### src/rtl/cpu_types_pkg.sv
// Shared CPU types: machine word, opcode field, HALT opcode and fetch-stage state encoding.
package cpu_types_pkg;

  typedef logic [31:0] word_t;
  typedef logic [5:0]  opcode_t;

  localparam opcode_t HALT = 6'h3F;

  typedef enum logic [1:0] {
    IDLE   = 2'd0,
    FETCH  = 2'd1,
    HOLD   = 2'd2,
    HALTED = 2'd3
  } fetch_state_t;

  function automatic opcode_t op_of(input word_t w);
    return w[31:26];
  endfunction

endpackage

### src/rtl/fetch_hold_buf.sv
// One-entry skid buffer holding a fetched word and its PC+4 while decode is stalled.
module fetch_hold_buf
  import cpu_types_pkg::*;
(
  input  logic        clk,
  input  logic        rst,
  input  logic        load,
  input  logic        clear,
  input  logic        rel,
  input  logic [31:0] instr_in,
  input  logic [31:0] npc_in,
  output logic [31:0] instr,
  output logic [31:0] npc,
  output logic        valid
);

  word_t instr_q, instr_d;
  word_t npc_q, npc_d;
  logic  valid_q, valid_d;

  // clear beats load so a redirect in the capture cycle leaves the buffer empty
  always_comb begin
    instr_d = instr_q;
    npc_d   = npc_q;
    valid_d = valid_q;
    if (clear || rel) begin
      valid_d = 1'b0;
    end else if (load) begin
      instr_d = instr_in;
      npc_d   = npc_in;
      valid_d = 1'b1;
    end
  end

  always_ff @(posedge clk or posedge rst) begin
    if (rst) begin
      instr_q <= '0;
      npc_q   <= '0;
      valid_q <= 1'b0;
    end else begin
      instr_q <= instr_d;
      npc_q   <= npc_d;
      valid_q <= valid_d;
    end
  end

  assign instr = instr_q;
  assign npc   = npc_q;
  assign valid = valid_q;

endmodule

### src/rtl/fetch_unit.sv
// Instruction-fetch stage: owns the PC, talks to the icache, absorbs decode stalls,
// accepts redirects and parks after delivering a HALT.
module fetch_unit
  import cpu_types_pkg::*;
#(
  parameter logic [31:0] PC_INIT = 32'h0000_0000,
  parameter logic [5:0]  HALT_OP = HALT
) (
  input  logic        CLK,
  input  logic        RST,
  output logic        imemREN,
  output logic [31:0] imemaddr,
  input  logic        ihit,
  input  logic [31:0] imemload,
  input  logic        stall,
  input  logic        redirect,
  input  logic [31:0] redirect_pc,
  output logic [31:0] instruction,
  output logic [31:0] pc_src,
  output logic        ifid_wen,
  output logic        halted
);

  fetch_state_t state_q, state_d;
  word_t        pc_q, pc_d;
  word_t        instr_q, instr_d;
  word_t        pc_src_q, pc_src_d;
  logic         ifid_wen_q, ifid_wen_d;

  logic  buf_load, buf_clear, buf_rel, buf_valid;
  word_t buf_instr, buf_npc;
  word_t pc_plus4;
  logic  unused_redirect_lsb;

  assign pc_plus4            = pc_q + 32'd4;
  assign unused_redirect_lsb = ^redirect_pc[1:0];

  fetch_hold_buf u_hold (
    .clk      (CLK),
    .rst      (RST),
    .load     (buf_load),
    .clear    (buf_clear),
    .rel      (buf_rel),
    .instr_in (imemload),
    .npc_in   (pc_plus4),
    .instr    (buf_instr),
    .npc      (buf_npc),
    .valid    (buf_valid)
  );

  always_comb begin
    state_d    = state_q;
    pc_d       = pc_q;
    instr_d    = instr_q;
    pc_src_d   = pc_src_q;
    ifid_wen_d = 1'b0;
    buf_load   = 1'b0;
    buf_clear  = 1'b0;
    buf_rel    = 1'b0;

    if (redirect) begin
      // any ihit this cycle is dropped; the PC restarts at the target
      pc_d      = {redirect_pc[31:2], 2'b00};
      buf_clear = 1'b1;
      state_d   = FETCH;
    end else begin
      unique case (state_q)
        IDLE: state_d = FETCH;
        FETCH: begin
          if (ihit) begin
            pc_d = pc_plus4;
            if (!stall) begin
              instr_d    = imemload;
              pc_src_d   = pc_plus4;
              ifid_wen_d = 1'b1;
              if (op_of(imemload) == HALT_OP) state_d = HALTED;
            end else begin
              buf_load = 1'b1;
              state_d  = HOLD;
            end
          end
        end
        HOLD: begin
          if (!stall && buf_valid) begin
            instr_d    = buf_instr;
            pc_src_d   = buf_npc;
            ifid_wen_d = 1'b1;
            buf_rel    = 1'b1;
            state_d    = (op_of(buf_instr) == HALT_OP) ? HALTED : FETCH;
          end
        end
        HALTED: state_d = HALTED;
        default: state_d = IDLE;
      endcase
    end
  end

  always_ff @(posedge CLK or posedge RST) begin
    if (RST) begin
      state_q    <= IDLE;
      pc_q       <= PC_INIT;
      instr_q    <= '0;
      pc_src_q   <= '0;
      ifid_wen_q <= 1'b0;
    end else begin
      state_q    <= state_d;
      pc_q       <= pc_d;
      instr_q    <= instr_d;
      pc_src_q   <= pc_src_d;
      ifid_wen_q <= ifid_wen_d;
    end
  end

  assign imemREN     = (state_q == FETCH) && !RST;
  assign imemaddr    = pc_q;
  assign instruction = instr_q;
  assign pc_src      = pc_src_q;
  assign ifid_wen    = ifid_wen_q;
  assign halted      = (state_q == HALTED);

endmodule

### config.mk
export PLATFORM = sky130hd
export DESIGN_NAME = fetch_unit
export DESIGN_NICKNAME = d
export VERILOG_FILES = /design/src/rtl/cpu_types_pkg.sv /design/src/rtl/fetch_hold_buf.sv /design/src/rtl/fetch_unit.sv
export SDC_FILE = /design/constraint.sdc
export NUM_CORES = 1
export LEC_CHECK = 0
export BUFFER_PORTS_ARGS = -buffer_cell sky130_fd_sc_hd__buf_2
export CAP_MARGIN = 20
export CORE_ASPECT_RATIO = 0.5
export CORE_MARGIN = 5
export CORE_UTILIZATION = 45
export CTS_BUF_LIST = sky130_fd_sc_hd__clkbuf_4
export DETAILED_ROUTE_END_ITERATION = 10
export GPL_ROUTABILITY_DRIVEN = 1
export PLACE_DENSITY = 0.68
export SLEW_MARGIN = 0
export SYNTH_ARGS = -nofsm -noshare
export SYNTH_HDL_FRONTEND = slang
export SYNTH_SLANG_ARGS = --single-unit
### constraint.sdc
create_clock -name CLK -period 8 [get_ports CLK]
set_input_delay 1.6 -clock CLK [delete_from_list [all_inputs] [get_ports CLK]]
set_output_delay 1.6 -clock CLK [all_outputs]
set_load 0.01 [all_outputs]
==> report_table.html, run 1 <==
<table>
<tr><th>Metric</th><th>Value</th></tr>
<tr><th colspan="2">Finish</th></tr>
<tr><td>FF/Latch Area</td><td>0.00395 sq mm</td></tr>
<tr><td>Post-layout instance area</td><td>0.00894 sq mm</td></tr>
<tr><td>Filler Cell Count</td><td>1,555</td></tr>
<tr><td>Area occupied by multi-input gates</td><td>0.00352 sq mm</td></tr>
<tr><td>ANT cells</td><td>0</td></tr>
<tr><td>Post-layout nets</td><td>991</td></tr>
<tr><td>Layout cell share with drive strength beyond 1</td><td>27.1%</td></tr>
<tr><td>Layout overhead on the synthesized area</td><td>15.5%</td></tr>
<tr><th colspan="2">Routing</th></tr>
<tr><td>Number of design rule violations left after detail routing</td><td>0</td></tr>
<tr><td>Post-detailed-route via-to-cell ratio</td><td>5.23</td></tr>
<tr><td>Post-Route WL</td><td>19,400 um</td></tr>
<tr><td>Number of nets still failing antenna checks after routing</td><td>0</td></tr>
<tr><td>DR vias</td><td>6,050</td></tr>
<tr><td>Wirelength per Cell</td><td>16.7 um</td></tr>
<tr><td>Iter 0 DRT Violations</td><td>416</td></tr>
<tr><td>1st-pass router iterations</td><td>5</td></tr>
<tr><th colspan="2">Worst setup path</th></tr>
<tr><td>Type of origin of the critical path</td><td>input port</td></tr>
<tr><td>Reg-to-reg setup timing slack</td><td>5.01 ns</td></tr>
<tr><td>Category of the most critical setup path</td><td>input port to output pin</td></tr>
<tr><td>Max Fanout on Critical Path</td><td>2</td></tr>
<tr><td>Required time of the critical path</td><td>6.40 ns</td></tr>
<tr><td>Data arrival time at the worst-slack endpoint</td><td>1.97 ns</td></tr>
<tr><td>Capturing element type of the critical path</td><td>output pin</td></tr>
<tr><th colspan="2">Synthesis</th></tr>
<tr><td>Leading cell type by number of instances after synthesis</td><td>sky130_fd_sc_hd__dfrtp_1</td></tr>
<tr><td>Average instance area after synthesis</td><td>9.90 sq um</td></tr>
<tr><td>Cell area after technology mapping</td><td>0.00774 sq mm</td></tr>
<tr><td>Cell count after synthesis</td><td>782</td></tr>
<tr><td>Commonest cells in the netlist</td><td>sky130_fd_sc_hd__dfrtp_1 (158), sky130_fd_sc_hd__nand2_1 (137), sky130_fd_sc_hd__o21ai_0 (102), sky130_fd_sc_hd__clkbuf_1 (38), sky130_fd_sc_hd__mux2i_1 (38)</td></tr>
<tr><td>Synth cell types</td><td>53</td></tr>
<tr><td>Number of enable flip-flop cells after synthesis</td><td>0</td></tr>
<tr><td>Main area contributors after synthesis</td><td>sky130_fd_sc_hd__dfrtp_1 (51%), sky130_fd_sc_hd__nand2_1 (6.6%), sky130_fd_sc_hd__o21ai_0 (6.6%), sky130_fd_sc_hd__mux2_2 (5.4%), sky130_fd_sc_hd__mux2i_1 (4.9%)</td></tr>
<tr><td>Number of synthesized register bits</td><td>158</td></tr>
<tr><td>Area share of the largest cell type after synthesis</td><td>51.1%</td></tr>
<tr><td>Top FF cell, synth</td><td>sky130_fd_sc_hd__dfrtp_1</td></tr>
<tr><td>Number of warnings reported in the yosys synthesis log</td><td>0</td></tr>
<tr><td>Sequential fraction of the synthesis area</td><td>51.1%</td></tr>
<tr><td>Post-synthesis async set-or-reset flop share</td><td>100%</td></tr>
<tr><td>Library cell with the largest summed area after synthesis</td><td>sky130_fd_sc_hd__dfrtp_1</td></tr>
<tr><th colspan="2">STA</th></tr>
<tr><td>Post-route setup slack</td><td>4.43 ns</td></tr>
<tr><td>RSZ-0062 raised after global routing</td><td>false</td></tr>
<tr><td>Count of final max-slew check failures</td><td>0</td></tr>
<tr><td>Final worst-path cycle share</td><td>44.6%</td></tr>
<tr><td>Final hold violation count</td><td>0</td></tr>
<tr><td>Final worst clock skew</td><td>0.0226 ns</td></tr>
<tr><td>Total Negative Setup Slacks</td><td>0 ns</td></tr>
<tr><td>Post-Route Hold Slack</td><td>0.490 ns</td></tr>
<tr><td>Slew of the pin with the lowest slew margin</td><td>1.04 ns</td></tr>
<tr><td>Number of setup violations in the final report</td><td>0</td></tr>
<tr><td>Min cycle time layout</td><td>3.57 ns</td></tr>
<tr><td>Max_slew headroom</td><td>30.0%</td></tr>
<tr><td>Maximum frequency from static timing analysis</td><td>280 MHz</td></tr>
<tr><th colspan="2">Die</th></tr>
<tr><td>DIE AREA</td><td>0.0201 sq mm</td></tr>
<tr><td>Die span in y</td><td>103 um</td></tr>
<tr><td>Initial Utilization</td><td>46.5%</td></tr>
<tr><td>Core area</td><td>0.0166 sq mm</td></tr>
<tr><td>Top-level port count</td><td>168</td></tr>
<tr><td>Total number of placement rows</td><td>33</td></tr>
<tr><td>Chip Width</td><td>195 um</td></tr>
<tr><th colspan="2">Global routing</th></tr>
<tr><td>Aggregate global-route resource usage</td><td>19.9%</td></tr>
<tr><td>Largest net degree at the start of global routing</td><td>104</td></tr>
<tr><td>Antenna violations before repair</td><td>0</td></tr>
<tr><td>Wire length of the first global-routing pass</td><td>32,100 um</td></tr>
<tr><td>Number of global-route vias before repair</td><td>5,951</td></tr>
<tr><td>Grt total ovfl</td><td>0</td></tr>
<tr><th colspan="2">Power</th></tr>
<tr><td>Overall Power</td><td>2.75 mW</td></tr>
<tr><td>Part of the power in registers</td><td>47.3%</td></tr>
<tr><td>Switching Power</td><td>1.06 mW</td></tr>
<tr><td>Pleak</td><td>4.01 nW</td></tr>
<tr><td>Part of the total power dissipated in combinational logic</td><td>35.8%</td></tr>
<tr><td>Pwr Density</td><td>308 mW/mm^2</td></tr>
<tr><td>Peak supply drop</td><td>0.137 mV</td></tr>
<tr><td>Clock network fraction of total power</td><td>16.9%</td></tr>
<tr><td>Fraction of power spent switching nets</td><td>38.5%</td></tr>
<tr><td>Internal power summed over all cells</td><td>1.69 mW</td></tr>
<tr><th colspan="2">Job</th></tr>
<tr><td>Number of max-cap violations</td><td>0</td></tr>
<tr><th colspan="2">Status</th></tr>
<tr><td>Status</td><td>finished clean</td></tr>
<tr><th colspan="2">Clock network</th></tr>
<tr><td>Clock latency at the later pin of the worst-skew pair</td><td>0.55 ns</td></tr>
<tr><td>Clock transition at path regs</td><td>0.15 ns</td></tr>
<tr><td>CTS tree</td><td>done</td></tr>
<tr><td>Clock sinks</td><td>158</td></tr>
<tr><td>Largest buffer count on any clock path</td><td>2</td></tr>
<tr><td>Number of clock buffers inserted by TritonCTS</td><td>17</td></tr>
<tr><td>Deepest level of the CTS H-tree</td><td>4</td></tr>
<tr><td>Clk Tree Root Cell</td><td>sky130_fd_sc_hd__clkbuf_4</td></tr>
<tr><td>Setup fix buffers added after clock tree synthesis</td><td>0</td></tr>
<tr><td>Count of cells resized by post-cts repair</td><td>0</td></tr>
<tr><td>Total of hold buffers inserted after clock tree synthesis</td><td>0</td></tr>
<tr><th colspan="2">Placed design</th></tr>
<tr><td>Buffers added on ports</td><td>161</td></tr>
<tr><td>Placed cell area</td><td>0.00867 sq mm</td></tr>
<tr><td>Half-perimeter wire length after detailed placement</td><td>13,600 um</td></tr>
<tr><td>Routability cong.</td><td>0.812</td></tr>
<tr><td>Minimum setup slack after placement</td><td>4.17 ns</td></tr>
<tr><th colspan="2">Min path</th></tr>
<tr><td>Worst hold path type</td><td>register to register</td></tr>
</table>
final timing paths:
| check | cells after the start | to | from |
|---|---|---|---|
| worst min register to register | 2 | instruction[29] | instruction[29] |
| worst min-delay path | 2 | instruction[29] | instruction[29] |
| worst max-delay path | 3 | imemREN | RST |
| min in group asynchronous | 2 | pc_src[5] | RST |
| worst max register to register | 7 | imemaddr[25] | state_q[1] |
| max in group asynchronous | 3 | instruction[4] | RST |
critical path, cell delays in order:
cell,delay (ns)
sky130_fd_sc_hd__buf_2,0.13
sky130_fd_sc_hd__nor2b_1,0.10
sky130_fd_sc_hd__buf_2,0.14
power by group through the flow:
stage	Sequential, mW	Clock, mW	Combinational (mW)
after global routing	1.35	0.523	1.10
after detailed placement	1.32	0	1.00
after CTS	1.30	0.484	1.00
after floorplan	1.36	0	0.590
final	1.30	0.466	0.984
after global placement	1.30	0	0.973
state kept, by name (all words and copies together) (netlist names):
name	count
ifid_wen	1
state_q	2
pc_src	30
imemaddr	30
u_hold.instr	32
u_hold.valid	1
instruction	32
u_hold.npc	30
cells by family (layout without fill, tap and decap cells):
group / Yosys count / after routing / share of synthesized area, %
AO/OA/AOI/OAI: 145 / 145 / 10.6
XOR/XNOR: 50 / 50 / 5.66
adder cells (fa/ha/maj): 5 / 5 / 0.808
buffers and inverters: 69 / 214 / 3.82
flip-flops: 158 / 158 / 51.1
multiplexers: 75 / 75 / 10.3
other: 1 / 4 / 0.0485
AND/OR/NAND/NOR: 279 / 279 / 17.7
per-stage QoR:
step / std cells / util, %
2_1_floorplan: 785 / -
3_3_place_gp: 1124 / 52.1
3_5_place_dp: 1124 / 52.1
4_1_cts: 1156 / 53.7
5_1_grt: 1157 / 53.7
6_report: 1157 / 53.7
layer usage:
| metal | GRT usage [%] | share of wire (%) |
|---|---|---|
| met5 | 0 | 0 |
| met4 | 5.09 | 1.2 |
| met3 | 4.41 | 5.7 |
| met2 | 30.4 | 44 |
| met1 | 29.2 | 49 |
layout make-up:
cell class	count	area share, %
timing repair buffer	170	9.74
clock buffer	20	1.68
inverter	12	0.560
tap	227	3.18
sequential	158	44.2
clock inverter	12	1.29
multi-input combinational	558	39.3
cells in the final DEF, fill, tap and decap left out, drive strengths merged, types with 2 or more instances in the layout:
master	instances
xnor2	34
and4	3
nor2b	8
nand2b	2
and3	8
clkinvlp	5
dfrtp	158
buf	169
ha	5
a31oi	4
nor4b	2
nand4	18
nand2	137
o21ai	109
inv	14
o31ai	2
nor3	25
clkbuf	21
xor2	16
conb	4
o211ai	9
mux2i	38
or3	2
nand3	32
nor4	9
a21oi	11
nor2	19
and2	6
mux2	37
nor3b	4
a21o	2
clkinv	4
Power figures use the tool's default switching activity.
==> run 2, diff against run 1 <==
clock period = 3.4 ns   (was 8 ns; I/O delays follow)
==> report_table.html, run 2 (same netlist as run 1, synthesis figures left out) <==
<table>
<tr><th>Metric</th><th>Value</th></tr>
<tr><th colspan="2">Die</th></tr>
<tr><td>Total number of placement rows</td><td>33 (unchanged)</td></tr>
<tr><td>DIE AREA</td><td>0.0201 sq mm (unchanged)</td></tr>
<tr><td>Initial Utilization</td><td>46.5% (unchanged)</td></tr>
<tr><td>Chip Width</td><td>195 um (unchanged)</td></tr>
<tr><td>Core area</td><td>0.0166 sq mm (unchanged)</td></tr>
<tr><td>Top-level port count</td><td>168 (unchanged)</td></tr>
<tr><td>Die span in y</td><td>103 um (unchanged)</td></tr>
<tr><th colspan="2">Finish</th></tr>
<tr><td>Post-layout nets</td><td>996 (was 991)</td></tr>
<tr><td>ANT cells</td><td>0 (unchanged)</td></tr>
<tr><td>Post-layout instance area</td><td>0.00902 sq mm (was 0.00894 sq mm)</td></tr>
<tr><td>Leading cell type in the layout, fill and taps excluded</td><td>sky130_fd_sc_hd__buf_2 (unchanged)</td></tr>
<tr><td>Layout cell share with drive strength beyond 1</td><td>27.3% (was 27.1%)</td></tr>
<tr><td>Most frequent cells in the layout</td><td>sky130_fd_sc_hd__buf_2 (161), sky130_fd_sc_hd__dfrtp_1 (158), sky130_fd_sc_hd__nand2_1 (137) (unchanged)</td></tr>
<tr><td>Filler Cell Count</td><td>1,560 (was 1,555)</td></tr>
<tr><td>Layout overhead on the synthesized area</td><td>16.5% (was 15.5%)</td></tr>
<tr><th colspan="2">Clock network</th></tr>
<tr><td>Largest buffer count on any clock path</td><td>2 (unchanged)</td></tr>
<tr><td>Setup fix buffers added after clock tree synthesis</td><td>0 (unchanged)</td></tr>
<tr><td>CTS tree</td><td>done (unchanged)</td></tr>
<tr><td>Total of hold buffers inserted after clock tree synthesis</td><td>0 (unchanged)</td></tr>
<tr><td>Clock sinks</td><td>158 (unchanged)</td></tr>
<tr><td>Clk Tree Root Cell</td><td>sky130_fd_sc_hd__clkbuf_4 (unchanged)</td></tr>
<tr><td>Clock transition at path regs</td><td>0.14 ns (was 0.15 ns)</td></tr>
<tr><td>Deepest level of the CTS H-tree</td><td>4 (unchanged)</td></tr>
<tr><td>Count of cells resized by post-cts repair</td><td>0 (unchanged)</td></tr>
<tr><td>Number of clock buffers inserted by TritonCTS</td><td>17 (unchanged)</td></tr>
<tr><td>Clock latency at the later pin of the worst-skew pair</td><td>0.55 ns (about the same)</td></tr>
<tr><th colspan="2">Power</th></tr>
<tr><td>Peak supply drop</td><td>0.297 mV (was 0.137 mV)</td></tr>
<tr><td>Part of the total power dissipated in combinational logic</td><td>36.5% (was 35.8%)</td></tr>
<tr><td>Internal power summed over all cells</td><td>3.99 mW (was 1.69 mW)</td></tr>
<tr><td>Part of the power in registers</td><td>47.1% (was 47.3%)</td></tr>
<tr><td>Fraction of power spent switching nets</td><td>38.6% (was 38.5%)</td></tr>
<tr><td>Pleak</td><td>4.04 nW (was 4.01 nW)</td></tr>
<tr><td>Switching Power</td><td>2.50 mW (was 1.06 mW)</td></tr>
<tr><td>Clock network fraction of total power</td><td>16.5% (was 16.9%)</td></tr>
<tr><td>Pwr Density</td><td>721 mW/mm^2 (was 308 mW/mm^2)</td></tr>
<tr><th colspan="2">Min path</th></tr>
<tr><td>Worst hold path type</td><td>input port to asynchronous set/reset pin (was register to register)</td></tr>
<tr><th colspan="2">Routing</th></tr>
<tr><td>Post-detailed-route via-to-cell ratio</td><td>5.25 (was 5.23)</td></tr>
<tr><td>1st-pass router iterations</td><td>5 (unchanged)</td></tr>
<tr><td>Number of nets still failing antenna checks after routing</td><td>0 (unchanged)</td></tr>
<tr><td>Iter 0 DRT Violations</td><td>381 (was 416)</td></tr>
<tr><td>Number of design rule violations left after detail routing</td><td>0 (unchanged)</td></tr>
<tr><td>Wirelength per Cell</td><td>16.9 um (was 16.7 um)</td></tr>
<tr><td>DR vias</td><td>6,096 (was 6,050)</td></tr>
<tr><td>Post-Route WL</td><td>19,600 um (was 19,400 um)</td></tr>
<tr><th colspan="2">Placed design</th></tr>
<tr><td>Routability cong.</td><td>0.828 (was 0.812)</td></tr>
<tr><td>Buffers added on ports</td><td>161 (unchanged)</td></tr>
<tr><td>Half-perimeter wire length after detailed placement</td><td>13,800 um (was 13,600 um)</td></tr>
<tr><td>Placed cell area</td><td>0.00876 sq mm (was 0.00867 sq mm)</td></tr>
<tr><th colspan="2">STA</th></tr>
<tr><td>Total Negative Setup Slacks</td><td>0 ns (unchanged)</td></tr>
<tr><td>Final worst clock skew</td><td>0.0243 ns (was 0.0226 ns)</td></tr>
<tr><td>Maximum frequency from static timing analysis</td><td>365 MHz</td></tr>
<tr><td>Max_slew headroom</td><td>43.5% (was 30.0%)</td></tr>
<tr><td>Final worst-path cycle share</td><td>80.5%</td></tr>
<tr><td>Min cycle time layout</td><td>2.74 ns</td></tr>
<tr><td>Final hold violation count</td><td>0 (unchanged)</td></tr>
<tr><td>Number of setup violations in the final report</td><td>0 (unchanged)</td></tr>
<tr><td>RSZ-0062 raised after global routing</td><td>false (unchanged)</td></tr>
<tr><td>Count of final max-slew check failures</td><td>0 (unchanged)</td></tr>
<tr><td>Slew of the pin with the lowest slew margin</td><td>0.848 ns (was 1.04 ns)</td></tr>
<tr><th colspan="2">Global routing</th></tr>
<tr><td>Number of global-route vias before repair</td><td>5,963 (was 5,951)</td></tr>
<tr><td>Grt total ovfl</td><td>0 (unchanged)</td></tr>
<tr><td>Antenna violations before repair</td><td>0 (unchanged)</td></tr>
<tr><td>Largest net degree at the start of global routing</td><td>92 (was 104)</td></tr>
<tr><td>Wire length of the first global-routing pass</td><td>31,900 um (was 32,100 um)</td></tr>
<tr><td>Aggregate global-route resource usage</td><td>19.9% (about the same)</td></tr>
<tr><th colspan="2">Worst setup path</th></tr>
<tr><td>Type of origin of the critical path</td><td>register (was input port)</td></tr>
<tr><td>Category of the most critical setup path</td><td>register to register (was input port to output pin)</td></tr>
<tr><td>Capturing element type of the critical path</td><td>register (was output pin)</td></tr>
<tr><td>Data arrival time at the worst-slack endpoint</td><td>3.15 ns (was 1.97 ns)</td></tr>
<tr><td>Reg-to-reg setup timing slack</td><td>0.66 ns (was 5.01 ns)</td></tr>
<tr><td>Required time of the critical path</td><td>3.81 ns (was 6.40 ns)</td></tr>
<tr><td>Max Fanout on Critical Path</td><td>10 (was 2)</td></tr>
<tr><th colspan="2">Status</th></tr>
<tr><td>Status</td><td>finished clean (unchanged)</td></tr>
<tr><th colspan="2">Job</th></tr>
<tr><td>Number of max-cap violations</td><td>0 (unchanged)</td></tr>
</table>
run 2: cell count changes in the layout (fill, tap and decap cells not counted), sizes merged:
cell and delta:
clkbuf -3, buf +6, clkinvlp +2
run 2: routing by layer:
metal	global-route usage (%)	share of wire, %	up-vias
met5	0	0	-
met4	4.83	0.81	0
met3	4.93	6.5	18
met2	30.0	44	159
met1	29.3	49	2936
li1	-	-	2983
run 2: path summary, 6_finish.rpt:
kind	start	endpoint	depth (start not counted)
worst max-delay path	imemaddr[2]	pc_src[24]	6
worst min-delay path	RST	u_hold.npc[5]	2
worst max register to register	imemaddr[2]	pc_src[24]	6
worst min register to register	pc_src[2]	pc_src[2]	2
max in group asynchronous	RST	imemaddr[29]	3
min in group CLK	redirect_pc[19]	imemaddr[19]	3
run 2: power by group through the flow:
stage	clock (mW)	combinational (mW)	sequential (mW)
after CTS	1.11	2.41	3.06
final	1.07	2.37	3.06
after floorplan	0	1.39	3.19
after global placement	0	2.34	3.07
after global routing	1.20	2.65	3.16
after detailed placement	0	2.41	3.11
run 2: cell type report:
type | count | area, sq um | share of cell area, %
clock inverters | 14 | 118 | 1.30
multi-input cells | 558 | 3520 | 39.0
clock buffers | 18 | 135 | 1.50
flip-flops and latches | 158 | 3950 | 43.9
well taps | 227 | 284 | 3.15
inverters | 12 | 48.8 | 0.541
repair buffers | 175 | 961 | 10.7
run 2: critical path: stages, from the launching register on:
cell and delay (ns):
sky130_fd_sc_hd__dfrtp_1 0.54, sky130_fd_sc_hd__ha_1 0.30, sky130_fd_sc_hd__nand3_1 0.16, sky130_fd_sc_hd__or4_1 0.76
sky130_fd_sc_hd__o21a_1 0.29, sky130_fd_sc_hd__o31ai_1 0.42, sky130_fd_sc_hd__o21ai_0 0.13
run 2: stage by stage:
step / power, mW / utilization (%) / hold WS (ns) / cells / setup WS [ns]
4_1_cts: 6.59 / 54.2 / 0.0243 / 1162 / 0.681
2_1_floorplan: 4.58 / - / 0.445 / 785 / 0.719
3_5_place_dp: 5.52 / 52.7 / 0.465 / 1130 / 0.704
5_1_grt: 7.02 / 54.2 / 0.0189 / 1162 / 0.451
6_report: 6.50 / 54.2 / 0.0710 / 1162 / 0.662
3_3_place_gp: 5.41 / 52.7 / 0.456 / 1130 / 0.753
==> run 3, diff against run 2 <==
clock period = 2.6 ns   (was 3.4 ns; I/O delays follow)
==> report_table.html, run 3 (same netlist as run 1, synthesis figures left out) <==
<table>
<tr><th>Metric</th><th>Value</th></tr>
<tr><th colspan="2">Finish</th></tr>
<tr><td>Filler Cell Count</td><td>1,560 (unchanged)</td></tr>
<tr><td>Post-layout nets</td><td>1,004 (was 996)</td></tr>
<tr><td>Leading cell type in the layout, fill and taps excluded</td><td>sky130_fd_sc_hd__buf_2 (unchanged)</td></tr>
<tr><td>Layout cell share with drive strength beyond 1</td><td>28.0% (was 27.3%)</td></tr>
<tr><td>ANT cells</td><td>0 (unchanged)</td></tr>
<tr><td>Most frequent cells in the layout</td><td>sky130_fd_sc_hd__buf_2 (161), sky130_fd_sc_hd__dfrtp_1 (158), sky130_fd_sc_hd__nand2_1 (137) (unchanged)</td></tr>
<tr><td>Non-filler cells, final</td><td>1,170 (was 1,162)</td></tr>
<tr><td>Layout overhead on the synthesized area</td><td>18.2% (was 16.5%)</td></tr>
<tr><th colspan="2">Power</th></tr>
<tr><td>Pwr Density</td><td>975 mW/mm^2 (was 721 mW/mm^2)</td></tr>
<tr><td>Part of the power in registers</td><td>44.8% (was 47.1%)</td></tr>
<tr><td>Internal power summed over all cells</td><td>5.62 mW (was 3.99 mW)</td></tr>
<tr><td>Pleak</td><td>4.13 nW (was 4.04 nW)</td></tr>
<tr><td>Fraction of power spent switching nets</td><td>37.0% (was 38.6%)</td></tr>
<tr><td>Clock network fraction of total power</td><td>20.1% (was 16.5%)</td></tr>
<tr><td>Part of the total power dissipated in combinational logic</td><td>35.1% (was 36.5%)</td></tr>
<tr><td>Peak supply drop</td><td>0.344 mV (was 0.297 mV)</td></tr>
<tr><td>Switching Power</td><td>3.30 mW (was 2.50 mW)</td></tr>
<tr><th colspan="2">Global routing</th></tr>
<tr><td>Number of global-route vias before repair</td><td>6,151 (was 5,963)</td></tr>
<tr><td>Grt total ovfl</td><td>0 (unchanged)</td></tr>
<tr><td>Antenna violations before repair</td><td>0 (unchanged)</td></tr>
<tr><td>Aggregate global-route resource usage</td><td>20.1% (was 19.9%)</td></tr>
<tr><td>Wire length of the first global-routing pass</td><td>32,300 um (was 31,900 um)</td></tr>
<tr><td>Largest net degree at the start of global routing</td><td>94 (was 92)</td></tr>
<tr><th colspan="2">Clock network</th></tr>
<tr><td>Clk Tree Root Cell</td><td>sky130_fd_sc_hd__clkbuf_4 (unchanged)</td></tr>
<tr><td>Number of clock buffers inserted by TritonCTS</td><td>17 (unchanged)</td></tr>
<tr><td>CTS tree</td><td>done (unchanged)</td></tr>
<tr><td>Clock transition at path regs</td><td>0.16 ns (was 0.14 ns)</td></tr>
<tr><td>Setup fix buffers added after clock tree synthesis</td><td>0 (unchanged)</td></tr>
<tr><td>Largest buffer count on any clock path</td><td>2 (unchanged)</td></tr>
<tr><td>Deepest level of the CTS H-tree</td><td>4 (unchanged)</td></tr>
<tr><td>Clock latency at the later pin of the worst-skew pair</td><td>0.55 ns (about the same)</td></tr>
<tr><td>Count of cells resized by post-cts repair</td><td>0 (unchanged)</td></tr>
<tr><td>Clock sinks</td><td>158 (unchanged)</td></tr>
<tr><td>Total of hold buffers inserted after clock tree synthesis</td><td>0 (unchanged)</td></tr>
<tr><th colspan="2">Placed design</th></tr>
<tr><td>Total instance count after detailed placement</td><td>1,138 (was 1,130)</td></tr>
<tr><td>Half-perimeter wire length after detailed placement</td><td>14,200 um (was 13,800 um)</td></tr>
<tr><td>Buffers added on ports</td><td>161 (unchanged)</td></tr>
<tr><td>Routability cong.</td><td>0.850 (was 0.828)</td></tr>
<tr><th colspan="2">STA</th></tr>
<tr><td>Total Negative Setup Slacks</td><td>0 ns (unchanged)</td></tr>
<tr><td>Final worst clock skew</td><td>0.0396 ns (was 0.0243 ns)</td></tr>
<tr><td>Final hold violation count</td><td>0 (unchanged)</td></tr>
<tr><td>RSZ-0062 raised after global routing</td><td>false (unchanged)</td></tr>
<tr><td>Number of setup violations in the final report</td><td>0 (unchanged)</td></tr>
<tr><td>Final worst-path cycle share</td><td>92.0% (was 80.5%)</td></tr>
<tr><td>Maximum frequency from static timing analysis</td><td>418 MHz (was 365 MHz)</td></tr>
<tr><td>Min cycle time layout</td><td>2.39 ns (was 2.74 ns)</td></tr>
<tr><td>Slew of the pin with the lowest slew margin</td><td>0.577 ns (was 0.848 ns)</td></tr>
<tr><td>Max_slew headroom</td><td>61.0% (was 43.5%)</td></tr>
<tr><td>Count of final max-slew check failures</td><td>0 (unchanged)</td></tr>
<tr><th colspan="2">Routing</th></tr>
<tr><td>Number of design rule violations left after detail routing</td><td>0 (unchanged)</td></tr>
<tr><td>Wirelength per Cell</td><td>17.0 um (was 16.9 um)</td></tr>
<tr><td>Post-detailed-route via-to-cell ratio</td><td>5.31 (was 5.25)</td></tr>
<tr><td>Iter 0 DRT Violations</td><td>453 (was 381)</td></tr>
<tr><td>Post-Route WL</td><td>19,900 um (was 19,600 um)</td></tr>
<tr><td>DR vias</td><td>6,209 (was 6,096)</td></tr>
<tr><td>1st-pass router iterations</td><td>5 (unchanged)</td></tr>
<tr><td>Number of nets still failing antenna checks after routing</td><td>0 (unchanged)</td></tr>
<tr><th colspan="2">Min path</th></tr>
<tr><td>Worst hold path type</td><td>input port to asynchronous set/reset pin (unchanged)</td></tr>
<tr><th colspan="2">Die</th></tr>
<tr><td>Top-level port count</td><td>168 (unchanged)</td></tr>
<tr><td>Initial Utilization</td><td>46.5% (unchanged)</td></tr>
<tr><td>Core area</td><td>0.0166 sq mm (unchanged)</td></tr>
<tr><td>Total number of placement rows</td><td>33 (unchanged)</td></tr>
<tr><td>Chip Width</td><td>195 um (unchanged)</td></tr>
<tr><td>Die span in y</td><td>103 um (unchanged)</td></tr>
<tr><td>DIE AREA</td><td>0.0201 sq mm (unchanged)</td></tr>
<tr><th colspan="2">Worst setup path</th></tr>
<tr><td>Data arrival time at the worst-slack endpoint</td><td>2.81 ns (was 3.15 ns)</td></tr>
<tr><td>Launch point of the worst path</td><td>imemaddr[3] (was imemaddr[2])</td></tr>
<tr><td>Type of origin of the critical path</td><td>register (unchanged)</td></tr>
<tr><td>Capturing element type of the critical path</td><td>register (unchanged)</td></tr>
<tr><td>Category of the most critical setup path</td><td>register to register (unchanged)</td></tr>
<tr><td>FF-to-FF Start</td><td>imemaddr[3] (was imemaddr[2])</td></tr>
<tr><td>Max Fanout on Critical Path</td><td>16 (was 10)</td></tr>
<tr><td>Required time of the critical path</td><td>3.02 ns (was 3.81 ns)</td></tr>
<tr><th colspan="2">Job</th></tr>
<tr><td>Number of max-cap violations</td><td>0 (unchanged)</td></tr>
<tr><th colspan="2">Status</th></tr>
<tr><td>Status</td><td>finished clean (unchanged)</td></tr>
</table>
==> run 3: per-stage QoR <==
step	hold slack [ns]	util, %	worst slack (ns)	power (mW)	cell area, sq um
after floorplan	0.445	-	0.0791	5.99	7750
after global placement	0.456	52.9	0.322	7.08	8800
after detailed placement	0.465	52.9	0.272	7.23	8800
after CTS	0.0834	55.0	0.209	9.02	9150
after global routing	0.0897	55.0	0.103	9.57	9150
final	0.0875	55.0	0.207	8.92	9150
==> run 3: critical path: stages (launching register included) <==
cell,delay [ns]
sky130_fd_sc_hd__dfrtp_1,0.43
sky130_fd_sc_hd__ha_1,0.27
sky130_fd_sc_hd__nand3_1,0.17
sky130_fd_sc_hd__or4_1,0.50
sky130_fd_sc_hd__buf_4,0.22
sky130_fd_sc_hd__nor4_4,0.27
sky130_fd_sc_hd__xnor2_1,0.25
sky130_fd_sc_hd__o211ai_2,0.14
==> run 3: per-layer routing <==
metal	track usage [%]	vias to the layer above	share of wire, %
met4	4.93	0	1.1
li1	-	3000	-
met5	0	-	0
met3	4.08	18	6.7
met2	30.8	188	44
met1	29.7	3003	48
==> run 3: cell type report <==
type | instances | area (sq um) | area share [%]
timing repair buffer | 183 | 996 | 10.9
sequential | 158 | 3950 | 43.2
tap | 227 | 284 | 3.10
multi-input combinational | 558 | 3520 | 38.4
clock buffer | 18 | 135 | 1.48
clock inverter | 14 | 215 | 2.35
inverter | 12 | 48.8 | 0.533
==> run 3: power groups by stage <==
stage / registers [mW] / logic (mW) / clock network (mW)
after floorplan: 4.18 / 1.82 / 0
after global placement: 4.01 / 3.07 / 0
after detailed placement: 4.06 / 3.16 / 0
after CTS: 4.00 / 3.18 / 1.85
after global routing: 4.13 / 3.51 / 1.94
final: 4.00 / 3.13 / 1.80
==> run 3: final timing paths <==
check / to / slack [ns] / cells past startpoint
worst min register to register: instruction[3] / 0.49 / 2
max in group asynchronous: imemaddr[12] / 2.06 / 3
worst max-delay path: pc_src[28] / 0.21 / 7
worst max register to register: pc_src[28] / 0.21 / 7
worst min-delay path: pc_src[3] / 0.09 / 3
min in group CLK: imemaddr[7] / 0.16 / 3
